**src/rtl/instr_mem.sv**
```systemverilog
// Instruction memory: a program is streamed in through the load port and then
// fetched with a registered, one-cycle-latency read. Out-of-range fetches return NOP.
module instr_mem #(
    parameter int            A   = 4,
    parameter int            W   = 9,
    parameter logic [W-1:0]  NOP = '0
) (
    input  logic          clk,
    input  logic          reset,
    input  logic          load_start,
    input  logic          load_valid,
    input  logic [W-1:0]  load_data,
    input  logic          load_last,
    input  logic          fetch_en,
    input  logic          stall,
    input  logic [A-1:0]  inst_addr,
    output logic [W-1:0]  inst_out,
    output logic          inst_valid,
    output logic          oob,
    output logic [A:0]    prog_len,
    output logic          load_done
);

    localparam int DEPTH = 2**A;

    typedef enum logic [1:0] {
        S_EMPTY,
        S_LOAD,
        S_READY
    } state_t;

    state_t         r_state;
    state_t         w_next;
    logic [W-1:0]   r_mem [DEPTH];
    logic [A-1:0]   r_wptr;
    logic [A:0]     r_len;
    logic [W-1:0]   r_inst_out;
    logic           r_inst_valid;
    logic           r_oob;

    logic           w_wr;
    logic           w_wr_end;
    logic           w_fetch_ok;
    logic           w_oob;

    // A restart in the same cycle as load_valid wins, so that word is dropped.
    assign w_wr       = (r_state == S_LOAD) && load_valid && !load_start;
    assign w_wr_end   = w_wr && (load_last || (r_wptr == {A{1'b1}}));
    assign w_fetch_ok = (r_state == S_READY) && !load_start;
    assign w_oob      = ({1'b0, inst_addr} >= r_len);

    always_comb begin
        w_next = r_state;
        case (r_state)
            S_EMPTY: if (load_start) w_next = S_LOAD;
            S_LOAD: begin
                if (load_start)    w_next = S_LOAD;
                else if (w_wr_end) w_next = S_READY;
            end
            S_READY: if (load_start) w_next = S_LOAD;
            default: w_next = S_EMPTY;
        endcase
    end

    always_ff @(posedge clk) begin
        if (reset) begin
            r_state <= S_EMPTY;
            r_wptr  <= '0;
            r_len   <= '0;
        end else begin
            r_state <= w_next;
            if (load_start) begin
                r_wptr <= '0;
                r_len  <= '0;
            end else if (w_wr) begin
                r_wptr <= r_wptr + 1'b1;
                r_len  <= r_len + 1'b1;
            end
        end
    end

    // Memory has no reset so a program survives a reset pulse.
    always_ff @(posedge clk) begin
        if (w_wr && !reset) begin
            r_mem[r_wptr] <= load_data;
        end
    end

    always_ff @(posedge clk) begin
        if (reset) begin
            r_inst_out   <= '0;
            r_inst_valid <= 1'b0;
            r_oob        <= 1'b0;
        end else if (!w_fetch_ok) begin
            r_inst_valid <= 1'b0;
        end else if (stall) begin
            r_inst_valid <= r_inst_valid;
        end else if (fetch_en) begin
            r_inst_out   <= w_oob ? NOP : r_mem[inst_addr];
            r_oob        <= w_oob;
            r_inst_valid <= 1'b1;
        end else begin
            r_inst_valid <= 1'b0;
        end
    end

    assign inst_out   = r_inst_out;
    assign inst_valid = r_inst_valid;
    assign oob        = r_oob;
    assign prog_len   = r_len;
    assign load_done  = (r_state == S_READY);

endmodule

```
**config.mk**
```make
export PLATFORM = sky130hd
export DESIGN_NAME = instr_mem
export DESIGN_NICKNAME = d
export VERILOG_FILES = /design/src/rtl/instr_mem.sv
export SDC_FILE = /design/constraint.sdc
export NUM_CORES = 1
export LEC_CHECK = 0
export CAP_MARGIN = 20
export CORE_UTILIZATION = 62
export DETAILED_ROUTE_END_ITERATION = 8
export PLACE_DENSITY = 0.92
export SLEW_MARGIN = 25
export SYNTH_ARGS = -nofsm -noshare
export SYNTH_HDL_FRONTEND = slang
export SYNTH_SLANG_ARGS = --single-unit
```
**constraint.sdc**
```tcl
create_clock -name clk -period 5.1 [get_ports clk]
set_input_delay 1.02 -clock clk [delete_from_list [all_inputs] [get_ports clk]]
set_output_delay 1.02 -clock clk [all_outputs]
set_load 0.005 [all_outputs]
```
# After elaboration in Yosys (flattened, before gate mapping)

Memory sizes are Yosys's and may differ from the RTL's.
Index checks and enable logic that the tools add are counted.
Widths: inputs -> output; s select.

Bits in registers: 22
Output and inout bits: 17
Memories kept: 1
Word-level logic and storage cells: 39
Bits in writable memories: 144

Memory list:

| memory | depth | bits a word | read ports | clocked after Yosys merged registers in | wr ports | line | RTL |
|---|---|---|---|---|---|---|---|
| r_mem  | 16    | 9           | 1          | 0                                       | 1        | 34   | `logic [W-1:0] r_mem [DEPTH];` |

Add/subtract/negate cells: 2
Bitwise gates (word level): 2
Muxes and demuxes: 8
Magnitude comparators: 1
Equality and inequality tests: 5
Reduce and logical (&&, ||, !) cells: 14

Operators by type and width:

| cell                | count |
|---|---|
| $mux 9              | 1 |
| $mux 2              | 3 |
| $reduce_or 2->1     | 3 |
| $add 5x1->5 const B | 1 |
| $ge 4x5->1          | 1 |
| $logic_and 1x1->1   | 5 |
| $add 4x1->4 const B | 1 |
| $eq 4x4->1 const B  | 1 |
| $pmux 2 s2          | 1 |
| $mux 1              | 3 |
| $ne 3x3->1 const B  | 1 |
| $reduce_and 3->1    | 1 |
| $eq 2x1->1 const B  | 1 |
| $eq 2x2->1 const B  | 1 |
| $logic_not 1->1     | 2 |
| $logic_not 2->1     | 1 |
| $ne 2x1->1 const B  | 1 |
| $not 1->1           | 2 |
| $reduce_and 2->1    | 1 |
| $logic_or 1x1->1    | 1 |

# Depth between registers and ports, before layout

Gate-level depths: netlist of the first run.

Depth in word-level cells: 7
Mapped depth: 9

# Worst setup path before layout of the first run

Ideal clock, no wire load.

Kind: input to register
Start: in inst_addr[0]
End: reg r_inst_out[7] (netlist: inst_out[7])
Required time: 5.040 ns
Path slack: 2.319 ns
Buffers on the path: 2
Arrival time: 2.721 ns
Stages: 9
Cell sequence: buf_6 buf_8 inv_1 ha_1 nand2b_1 a211oi_1 o21bai_1 a211oi_2 a22o_1

Cells in the longest elaborated chain, start to end: 2

Ends and longest elaborated chain:

| item                                       | line | RTL |
|---|---|---|
| start: declaration                         | 16   | `input logic [A-1:0] inst_addr,` |
| $mem_v2 16x9 or $ge 4x5->1 (tied branches) | --   |  |
| $mux 9 (*)                                 | 99   | `r_inst_out <= w_oob ? NOP : r_mem[inst_addr];` |
| end signal: assignment                     | 99   |  |
| end: declaration                           | 37   | `logic [W-1:0] r_inst_out;` |

Mark *: on every way between the ends. The rest lies on a longest branch, timed or not.
A chain may end at the register's enable or synchronous reset.

# Worst setup path after layout of the first run

Ends and elaborated chain as after synthesis.

==> results of run 1 <==
==> layout make-up <==
cell class                 count  area [um2]
timing repair buffer          42         400
clock buffer                  19         422
tap                          136         170
sequential                   166        4760
multi-input combinational    155        1640
inverter                       8        30.0
fill                         565        2650
clock inverter                12         201
==> power by group through the flow <==
stage	Sequential (mW)	Clock [mW]	Combinational [mW]
after global routing	1.48	1.41	0.121
final	1.48	1.34	0.114
after global placement	1.51	0	0.106
after detailed placement	1.51	0	0.111
after floorplan	1.51	0	0.0688
after CTS	1.48	1.35	0.113
==> flip-flops by register name (all words and copies together), names as in the netlist <==
name and count:
inst_valid 1, prog_len 5, r_wptr 4, r_mem 144
r_state 2, inst_out 9, oob 1
==> cells by family (layout without fill, tap and decap cells) <==
kind of cell | count (synthesis) | after routing | share of synthesized area, %
buffers and inverters | 23 | 81 | 2.53
XOR/XNOR | 7 | 7 | 0.933
AO/OA/AOI/OAI | 36 | 36 | 4.30
adder cells (fa/ha/maj) | 9 | 9 | 1.71
flip-flops | 166 | 166 | 72.5
AND/OR/NAND/NOR | 64 | 64 | 4.42
multiplexers | 39 | 39 | 13.6
==> synthesized netlist by cell type (5+ instances only) <==
master / instances
edfxtp_1: 144
nor2_1: 25
dfxtp_1: 22
mux4_2: 22
nand2_1: 18
a22oi_1: 17
mux4_1: 14
a22o_1: 9
ha_1: 9
inv_1: 8
clkbuf_1: 5
nor3_1: 5
xnor2_1: 5
==> cell usage in the layout (no fill, tap or decap), types with 9 or more instances in the layout <==
cell / n
edfxtp_1: 144
clkdlybuf4s50_1: 35
nor2_1: 25
mux4_2: 22
dfxtp_1: 22
nand2_1: 18
a22oi_1: 17
clkbuf_16: 16
mux4_1: 14
a22o_1: 9
ha_1: 9
==> final timing paths <==
kind                            startpoint                  endpoint  slack, ps
setup / recovery              inst_addr[0]  inst_out[7]$_SDFFE_PP0P_       1950
hold / removal            oob$_SDFFE_PP0P_          oob$_SDFFE_PP0P_        460
setup reg to reg  prog_len[0]$_SDFFE_PP0P_  inst_out[7]$_SDFFE_PP0P_       2750
hold reg to reg           oob$_SDFFE_PP0P_          oob$_SDFFE_PP0P_        460
==> metrics by stage <==
step | power, mW | instance area (um2) | setup WS, ps | hold slack (ps) | instances
global route | 3.01 | 7630 | 1770 | 491 | 538
CTS | 2.94 | 7630 | 1980 | 462 | 538
floorplan | 1.57 | 6570 | 2320 | 425 | 344
global placement | 1.61 | 7010 | 1600 | 444 | 507
detailed placement | 1.62 | 7010 | 1470 | 453 | 507
finish | 2.94 | 7630 | 1950 | 461 | 538
==> per-layer routing <==
metal | up-vias | wire length, um | part of all wire [%]
met4 | 0 | 352 | 2.6
li1 | 1483 | - | -
met5 | - | 0 | 0
met1 | 1763 | 5160 | 38
met2 | 209 | 6940 | 51
met3 | 36 | 1150 | 8.5
==> worst max-delay path: stages <==
cell	delay, ps
buf_2	590
inv_1	150
ha_1	340
nand2b_1	150
a211oi_1	240
o21bai_1	140
a211oi_2	730
a22o_1	260
==> results.rst, run 1 <==
.. list-table::
   :header-rows: 1

   * - Metric
     - Value
   * - Critical path endpoint category
     - flop
   * - FFs w/ async S/R, synth
     - 0%
   * - Residual DRC
     - 0
   * - Final Wtd Congestion
     - 0.837
   * - CTS tree
     - done
   * - Antenna violations before repair
     - 0
   * - Hold Fails Final Rpt
     - 0
   * - Time the worst path needs with I/O delays and setup
     - 3150 ps
   * - Max IR drop VDD
     - 209 uV
   * - Path category of the worst min-delay check
     - flop to flop
   * - Combinational fraction of design power
     - just under 4%
   * - Number of global-route vias before repair
     - around 3500
   * - Leftover overflow at the end of global routing
     - 0
   * - Clock latency reported for the late side of the worst-skew pair
     - 540 ps
   * - Ranking of synthesized cells by area
     - edfxtp_1, mux4_2, dfxtp_1, mux4_1, a22oi_1
   * - WP data required
     - 5580 ps
   * - Number of clock sinks seen by CTS
     - 166
   * - Count of warnings emitted by yosys
     - 0
   * - Reg2reg path depth
     - 6
   * - Fin nets
     - approximately 420
   * - Initial DRT Pass Iterations
     - 5
   * - Die width
     - 105 um
   * - Number of gates resized after cts
     - 0
   * - Leakage power of the design
     - 2.51 nW
   * - Clock root buffer
     - clkbuf_8
   * - # IOs
     - 37
   * - Achievable clock frequency
     - 318 MHz
   * - Final design utilization
     - 74.2%
   * - Per-instance average area after synthesis
     - between 15 and 20 um2
   * - Sequential share of power
     - around half
   * - Routed Antenna Nets
     - 0
   * - Final-layout setup total negative slack
     - 0 ps
   * - Share of final-layout standard cells stronger than drive strength 1
     - 15.4%
   * - Most Used Layer, Global Route
     - met2
   * - Vias post-DR
     - approximately 3500
   * - Crit path launch type
     - input pin
   * - Worst-case clock buffer depth
     - 2
   * - Count of unique library cells instantiated by Yosys
     - 36
   * - Crit path arrival time
     - 3620 ps
   * - Clock input transition at the sequential cells of the worst setup and hold paths
     - around 60 ps
   * - Initial cell density of the core
     - 63.9%
   * - Start-to-end type of the worst setup path
     - input pin to flop
   * - Detailed-route wire length per cell
     - 25.3 um
   * - Internal Pwr Total
     - 2.37 mW
   * - Flop and latch count out of synthesis
     - 166
   * - CP max FO
     - 24
   * - Met3 demand-to-capacity share in global routing
     - 7.36%
   * - Pin count of the biggest net entering global routing
     - 38
   * - Crit share post-route
     - around three fifths
   * - Wire length of the first global-routing pass
     - 20700 um
   * - Worst rel slew slack
     - about a third
   * - Total detailed-routing wirelength
     - 13600 um
   * - Number of design-rule violations left by the first detailed-router iteration
     - about 440
   * - Final number of max-transition violations
     - 0
   * - H-tree depth
     - 4
   * - Portion of synthesized cell area occupied by the leading cell type
     - 65.8%
   * - Actual slew at the worst max-slew pin
     - 996 ps
   * - EDFF count, synth
     - 144
   * - Number of core rows
     - 37
   * - RSZ-0062 raised after global routing
     - no
   * - Number of failing setup endpoints in the final timing report
     - 0
   * - Met1 Resource Use GR
     - 35.3%
   * - Full die area
     - 11000 um2
   * - Run status
     - completed
   * - Commonest register cell after synthesis
     - edfxtp_1
   * - Synth-to-Final Area Change
     - 16.1%
   * - Worst hold path depth
     - 2
   * - Post-synthesis net count
     - 373
   * - Proportion of synthesized chip area in sequential cells
     - between 70% and 80%
   * - CTS Buf Count
     - 17
   * - Post-DP HPWL
     - 8190 um
   * - Setup repair bufs after CTS
     - 0
   * - Max cap viols
     - 0
   * - Drt via density
     - around 6.5
   * - Clock share of power
     - between 40% and 50%
   * - Core area
     - just over 10000 um2
   * - Antenna Diode Count
     - 0
   * - Overall routing resource usage
     - 26.9%
   * - Yosys top cell by area
     - edfxtp_1
   * - NetSw
     - about 570 uW
   * - Layout Skew
     - between 8 and 9 ps
   * - Syn Inst Count
     - ~340
   * - Total power divided by cell area
     - 385 nW/um2
   * - Count of hold-fix buffers inserted at cts
     - 0
   * - Switch share
     - around 19%
   * - Die H
     - 105 um
   * - I/O Buffers
     - 36
   * - Area of the mapped netlist
     - 6570 um2
   * - Met2 track demand over resource in global routing
     - between 40% and 50%
No activity file was read; power rests on OpenSTA's default activity.
==> inputs of run 2 (changes only) <==
--- a/config.mk
+++ b/config.mk
@@ -6,9 +6,9 @@
 export NUM_CORES = 1
 export LEC_CHECK = 0
 export CAP_MARGIN = 20
-export CORE_UTILIZATION = 62
+export CORE_UTILIZATION = 53
 export DETAILED_ROUTE_END_ITERATION = 8
-export PLACE_DENSITY = 0.92
+export PLACE_DENSITY = 0.85
 export SLEW_MARGIN = 25
 export SYNTH_ARGS = -nofsm -noshare
 export SYNTH_HDL_FRONTEND = slang
==> constraint.sdc (replaced) <==
create_clock -name clk -period 2.6 [get_ports clk]
set_input_delay 0.52 -clock clk [delete_from_list [all_inputs] [get_ports clk]]
set_output_delay 0.52 -clock clk [all_outputs]
set_load 0.005 [all_outputs]
==> results.rst, run 2 (synthesized netlist as in run 1, its figures left out) <==
.. list-table::
   :header-rows: 1

   * - Metric
     - Value
   * - Run status
     - completed
   * - Die width
     - 113 um (+8.0%)
   * - Combined buffer and inverter count along the critical path
     - 2 (unchanged)
   * - Count of hold-fix buffers inserted at cts
     - 0 (unchanged)
   * - Number of flip-flops in the largest register
     - 144 (unchanged)
   * - RSZ-0062 raised after global routing
     - no
   * - Crit share post-route
     - 84.6%
   * - Core area
     - 12100 um2 (+17%)
   * - Drt via density
     - 5.98 (-7.8%)
   * - Total instance count after detailed placement
     - 559 (+10%)
   * - Total detailed-routing wirelength
     - 13400 um (-1.6%)
   * - Pin count of the biggest net entering global routing
     - 37 (-2.6%)
   * - Achievable clock frequency
     - 455 MHz
   * - Number of global-route vias before repair
     - 3592 (+3.3%)
   * - CTS tree
     - done
   * - Hold Fails Final Rpt
     - 0 (unchanged)
   * - Layout Skew
     - 7.64 ps (-1.09 ps)
   * - # IOs
     - 37 (unchanged)
   * - Overall routing resource usage
     - 22.9% (-4.0 points)
   * - Residual DRC
     - 0 (unchanged)
   * - Number of gates resized after cts
     - 0 (unchanged)
   * - Most common cell after layout, fill and taps aside
     - edfxtp_1
   * - Routed Antenna Nets
     - 0 (unchanged)
   * - Antenna Diode Count
     - 0 (unchanged)
   * - Clock root buffer
     - clkbuf_16
   * - Critical path's largest stage delay
     - 470 ps (-260 ps)
   * - Clock input transition at the sequential cells of the worst setup and hold paths
     - 60 ps (about the same)
   * - Actual slew at the worst max-slew pin
     - 701 ps (-295 ps)
   * - Register with the highest flop count
     - r_mem
   * - Critical path's slowest cell
     - clkdlybuf4s50_1
   * - Setup repair bufs after CTS
     - 0 (unchanged)
   * - Initial cell density of the core
     - 54.5% (-9.5 points)
   * - Number of design-rule violations left by the first detailed-router iteration
     - 431 (-2.9%)
   * - WP data required
     - 2720 ps (-2860 ps)
   * - Fin nets
     - 439 (+4.8%)
   * - Critical path endpoint category
     - flop
   * - Post-DP HPWL
     - 8110 um (-0.98%)
   * - Leakage power of the design
     - 2.62 nW (+4.3%)
   * - Total power divided by cell area
     - 730 nW/um2 (+90%)
   * - Final-layout setup total negative slack
     - 0 ps (unchanged)
   * - Worst rel slew slack
     - 53.1% (+20 points)
   * - Antenna violations before repair
     - 0 (unchanged)
   * - H-tree depth
     - 4 (unchanged)
   * - Leftover overflow at the end of global routing
     - 0 (unchanged)
   * - Worst-case clock buffer depth
     - 2 (unchanged)
   * - Kind of cell adding the most delay to the critical path
     - simple AND/OR/NAND/NOR gates
   * - Max IR drop VDD
     - 479 uV (+130%)
   * - Synth-to-Final Area Change
     - 19.2%
   * - Max cap viols
     - 0 (unchanged)
   * - Initial DRT Pass Iterations
     - 5 (unchanged)
   * - Vias post-DR
     - 3535 (+1.3%)
   * - Detailed-route wire length per cell
     - 22.6 um (-10%)
   * - I/O Buffers
     - 36 (unchanged)
   * - Final number of max-transition violations
     - 0 (unchanged)
   * - Clock latency reported for the late side of the worst-skew pair
     - 420 ps (-120 ps)
   * - CTS Buf Count
     - 17 (unchanged)
   * - Full die area
     - 12800 um2 (+17%)
   * - Start-to-end type of the worst setup path
     - input pin to flop
   * - Crit path arrival time
     - 2320 ps (-1300 ps)
   * - Wire length of the first global-routing pass
     - 20400 um (-1.5%)
   * - Path category of the worst min-delay check
     - flop to flop
   * - Share of final-layout standard cells stronger than drive strength 1
     - 19.4% (+4.0 points)
   * - Most frequent cells in the layout
     - edfxtp_1, clkdlybuf4s50_1, nor2_1, buf_4
   * - Die H
     - 113 um (+8.0%)
   * - Non-Filler Instances
     - 591 (+9.9%)
   * - Cells traversed along the worst timing path
     - clkdlybuf4s50_1 > or2_2 > nor2_1 > nand2_1 > nor3_1 > buf_4
   * - Final Wtd Congestion
     - 0.830 (-0.88%)
   * - CP max FO
     - 9 (-63%)
   * - Number of failing setup endpoints in the final timing report
     - 0 (unchanged)
   * - Number of core rows
     - 40 (+8.1%)
   * - Time the worst path needs with I/O delays and setup
     - about 2200 ps
   * - Crit path launch type
     - input pin
   * - Number of clock sinks seen by CTS
     - 166 (unchanged)
==> run 2: changes by cell type in the layout (fill, tap and decap cells not counted), sizes merged <==
cell | before | now
buf | 7 | 27
clkbuf | 19 | 22
clkinvlp | 1 | 2
clkinv | 5 | 4
bufinv | 5 | 4
inv | 9 | 8
==> run 2: per-layer routing <==
metal	GRT usage (%)	up-vias	wire length (um)
li1	-	1520	-
met1	28.6	1781	4990
met2	37.5	190	6850
met3	4.98	44	940
met4	13.1	0	599
met5	0	-	0
==> run 2: per-stage QoR <==
stage | worst slack (ps) | hold slack, ps | power (mW) | instance area (um2) | util [%]
after floorplan | 319 | 425 | 3.09 | 6570 | -
after global placement | 169 | 442 | 3.18 | 7220 | 59.9
after detailed placement | 50.2 | 461 | 3.19 | 7220 | 59.9
after CTS | 426 | 467 | 5.74 | 7830 | 64.9
after global routing | 342 | 480 | 5.85 | 7830 | 64.9
final | 401 | 464 | 5.72 | 7830 | 64.9
==> run 2: cell type report <==
class	count	area, um2
clock buffers	22	454
clock inverters	10	155
fillers	746	4230
inverters	8	30.0
multi-input cells	155	1640
flip-flops and latches	166	4760
well taps	168	210
repair buffers	62	576
==> run 2: where the power goes <==
| part | leakage, nW | switching (mW) | internal [mW] | total, mW |
|---|---|---|---|---|
| Clock | 0.294 | 0.949 | 1.62 | 2.57 |
| Sequential | 1.47 | 0.00286 | 2.90 | 2.90 |
| Combinational | 0.851 | 0.136 | 0.107 | 0.244 |
| Total | 2.62 | 1.09 | 4.63 | 5.72 |
==> run 2: worst reg2reg max path, delay by kind of cell (launching register included) <==
kind	cells	cell delay, ps
DFF	1	330
and+or+nand+nor	4	960
buffers and inverters	1	230
==> run 2: worst paths after layout <==
kind                                         endpoint  slack [ps]               startpoint  cells after the start
worst max-delay path            r_mem[1][8]$_DFFE_PP_         400               load_start                      6
worst min-delay path                 oob$_SDFFE_PP0P_         460         oob$_SDFFE_PP0P_                      2
worst max register to register  r_mem[1][8]$_DFFE_PP_         790  r_state[1]$_SDFFE_PP0P_                      5
worst min register to register       oob$_SDFFE_PP0P_         460         oob$_SDFFE_PP0P_                      2
==> inputs of run 3 (changes only) <==
--- a/config.mk
+++ b/config.mk
@@ -6,9 +6,9 @@
 export NUM_CORES = 1
 export LEC_CHECK = 0
 export CAP_MARGIN = 20
-export CORE_UTILIZATION = 53
+export CORE_UTILIZATION = 59
 export DETAILED_ROUTE_END_ITERATION = 8
-export PLACE_DENSITY = 0.85
+export PLACE_DENSITY = 0.89
 export SLEW_MARGIN = 25
 export SYNTH_ARGS = -nofsm -noshare
 export SYNTH_HDL_FRONTEND = slang
==> constraint.sdc (replaced) <==
create_clock -name clk -period 2.25 [get_ports clk]
set_input_delay 0.45 -clock clk [delete_from_list [all_inputs] [get_ports clk]]
set_output_delay 0.45 -clock clk [all_outputs]
set_load 0.005 [all_outputs]
==> results.rst, run 3 (synthesized netlist as in run 1, its figures left out) <==
.. list-table::
   :header-rows: 1

   * - Metric
     - Value
   * - Run status
     - completed
   * - H-tree depth
     - 4 (unchanged)
   * - Time the worst path needs with I/O delays and setup
     - 2050 ps
   * - Achievable clock frequency
     - 489 MHz
   * - Number of gates resized after cts
     - 0 (unchanged)
   * - Crit path launch type
     - flop
   * - Clock latency reported for the late side of the worst-skew pair
     - 530 ps (+110 ps)
   * - Total power divided by cell area
     - 778 nW/um2 (+6.5%)
   * - Total detailed-routing wirelength
     - 12800 um (-4.2%)
   * - Clock input transition at the sequential cells of the worst setup and hold paths
     - 60 ps (about the same)
   * - Synth-to-Final Area Change
     - 17.5%
   * - Crit path arrival time
     - 1600 ps (-720 ps)
   * - Pin count of the biggest net entering global routing
     - 29 (-22%)
   * - Antenna Diode Count
     - 0 (unchanged)
   * - CP max FO
     - 4 (-5)
   * - Core area
     - 10800 um2 (-10%)
   * - CTS tree
     - done
   * - Actual slew at the worst max-slew pin
     - 725 ps (+24.1 ps)
   * - Leakage power of the design
     - 2.59 nW (-0.91%)
   * - Final Wtd Congestion
     - 0.839 (+1.1%)
   * - Path category of the worst min-delay check
     - flop to flop
   * - Number of core rows
     - 38 (-5.0%)
   * - Die width
     - 108 um (-5.1%)
   * - Initial DRT Pass Iterations
     - 5 (unchanged)
   * - Start-to-end type of the worst setup path
     - flop to output port
   * - Critical path endpoint category
     - output port
   * - Drt via density
     - 6.15 (+2.9%)
   * - Max cap viols
     - 0 (unchanged)
   * - Number of flip-flops in the largest register
     - 144 (unchanged)
   * - Antenna violations before repair
     - 0 (unchanged)
   * - Clock root buffer
     - clkbuf_8
   * - Overall routing resource usage
     - 24.4% (+1.4 points)
   * - Vias post-DR
     - 3502 (-0.93%)
   * - Max IR drop VDD
     - 556 uV (+16%)
   * - Most common cell after layout, fill and taps aside
     - edfxtp_1
   * - Register with the highest flop count
     - r_mem
   * - Number of failing setup endpoints in the final timing report
     - 0 (unchanged)
   * - Fin nets
     - 446 (+1.6%)
   * - Overall power after layout
     - 6.00 mW (+5.1%)
   * - WP data required
     - 1800 ps (-920 ps)
   * - # IOs
     - 37 (unchanged)
   * - RSZ-0062 raised after global routing
     - no
   * - Post-DP HPWL
     - 8540 um (+5.3%)
   * - Initial cell density of the core
     - 60.6% (+6.1 points)
   * - Non-Filler Instances
     - 569 (-3.7%)
   * - Total instance count after detailed placement
     - 538 (-3.8%)
   * - Routed Antenna Nets
     - 0 (unchanged)
   * - Number of design-rule violations left by the first detailed-router iteration
     - 431 (unchanged)
   * - Layout Skew
     - 6.58 ps (-1.06 ps)
   * - Leftover overflow at the end of global routing
     - 0 (unchanged)
   * - Wire length of the first global-routing pass
     - 19500 um (-4.4%)
   * - Worst slack on hold paths
     - 468 ps (+4.09 ps)
   * - Crit share post-route
     - 91.0%
   * - Detailed-route wire length per cell
     - 22.5 um (-0.51%)
   * - Worst-case clock buffer depth
     - 2 (unchanged)
   * - Number of global-route vias before repair
     - 3336 (-7.1%)
   * - Worst rel slew slack
     - 51.6% (-1.6 points)
   * - Number of clock sinks seen by CTS
     - 166 (unchanged)
   * - Final number of max-transition violations
     - 0 (unchanged)
   * - Most frequent cells in the layout
     - edfxtp_1, clkdlybuf4s50_1, buf_4, nor2_1
   * - I/O Buffers
     - 36 (unchanged)
   * - Final-layout setup total negative slack
     - 0 ps (unchanged)
   * - Hold Fails Final Rpt
     - 0 (unchanged)
   * - Full die area
     - 11600 um2 (-10%)
   * - CTS Buf Count
     - 17 (unchanged)
   * - Share of final-layout standard cells stronger than drive strength 1
     - 18.9% (-0.50 points)
   * - Residual DRC
     - 0 (unchanged)
   * - Die H
     - 108 um (-5.1%)
   * - Count of hold-fix buffers inserted at cts
     - 0 (unchanged)
   * - Setup repair bufs after CTS
     - 0 (unchanged)
-- run 3: cell types whose count changed in the layout (fill, tap and decap cells not counted), sizes merged --
cell      change
buf           +7
clkinv        +5
bufinv        -4
clkinvlp      -2
-- run 3: worst max-delay path, stage by stage (launching register included) --
cell and delay (ps):
dfxtp_1 330, nand2b_1 190, inv_1 60, clkdlybuf4s50_1 490
-- run 3: worst paths after layout --
path / slack [ps] / end / start / cells past startpoint
max: 200 / load_done / r_state[0]$_SDFFE_PP0P_ / 3
min: 470 / oob$_SDFFE_PP0P_ / oob$_SDFFE_PP0P_ / 2
max reg2reg: 310 / inst_out[1]$_SDFFE_PP0P_ / prog_len[0]$_SDFFE_PP0P_ / 7
min reg2reg: 470 / oob$_SDFFE_PP0P_ / oob$_SDFFE_PP0P_ / 2
-- run 3: report_power, final --
| part | total (mW) | switching, mW | internal (mW) |
|---|---|---|---|
| clock network | 2.37 | 1.06 | 1.32 |
| logic | 0.282 | 0.150 | 0.131 |
| registers | 3.35 | 0.00315 | 3.35 |
| total | 6.00 | 1.21 | 4.80 |
-- run 3: layout make-up --
type	instances	area, um2
sequential	166	4760
fill	633	3120
multi-input combinational	155	1640
timing repair buffer	69	641
clock buffer	22	433
tap	140	175
clock inverter	9	37.5
inverter	8	30.0
-- run 3: layer usage --
metal	vias to the layer above	part of all wire, %	track usage [%]
li1	1538	-	-
met1	1776	41	33.1
met2	165	51	38.9
met3	23	6.2	5.63
met4	0	1.6	9.00
met5	-	0	0
-- run 3: stage by stage --
stage / cell area [um2] / setup WS, ps / utilization (%)
finish: 7720 / 203 / 71.2
global route: 7720 / 122 / 71.2
CTS: 7720 / 183 / 71.2
detailed placement: 7250 / -134 / 66.9
global placement: 7250 / -77.3 / 66.9
floorplan: 6570 / 38.9 / -
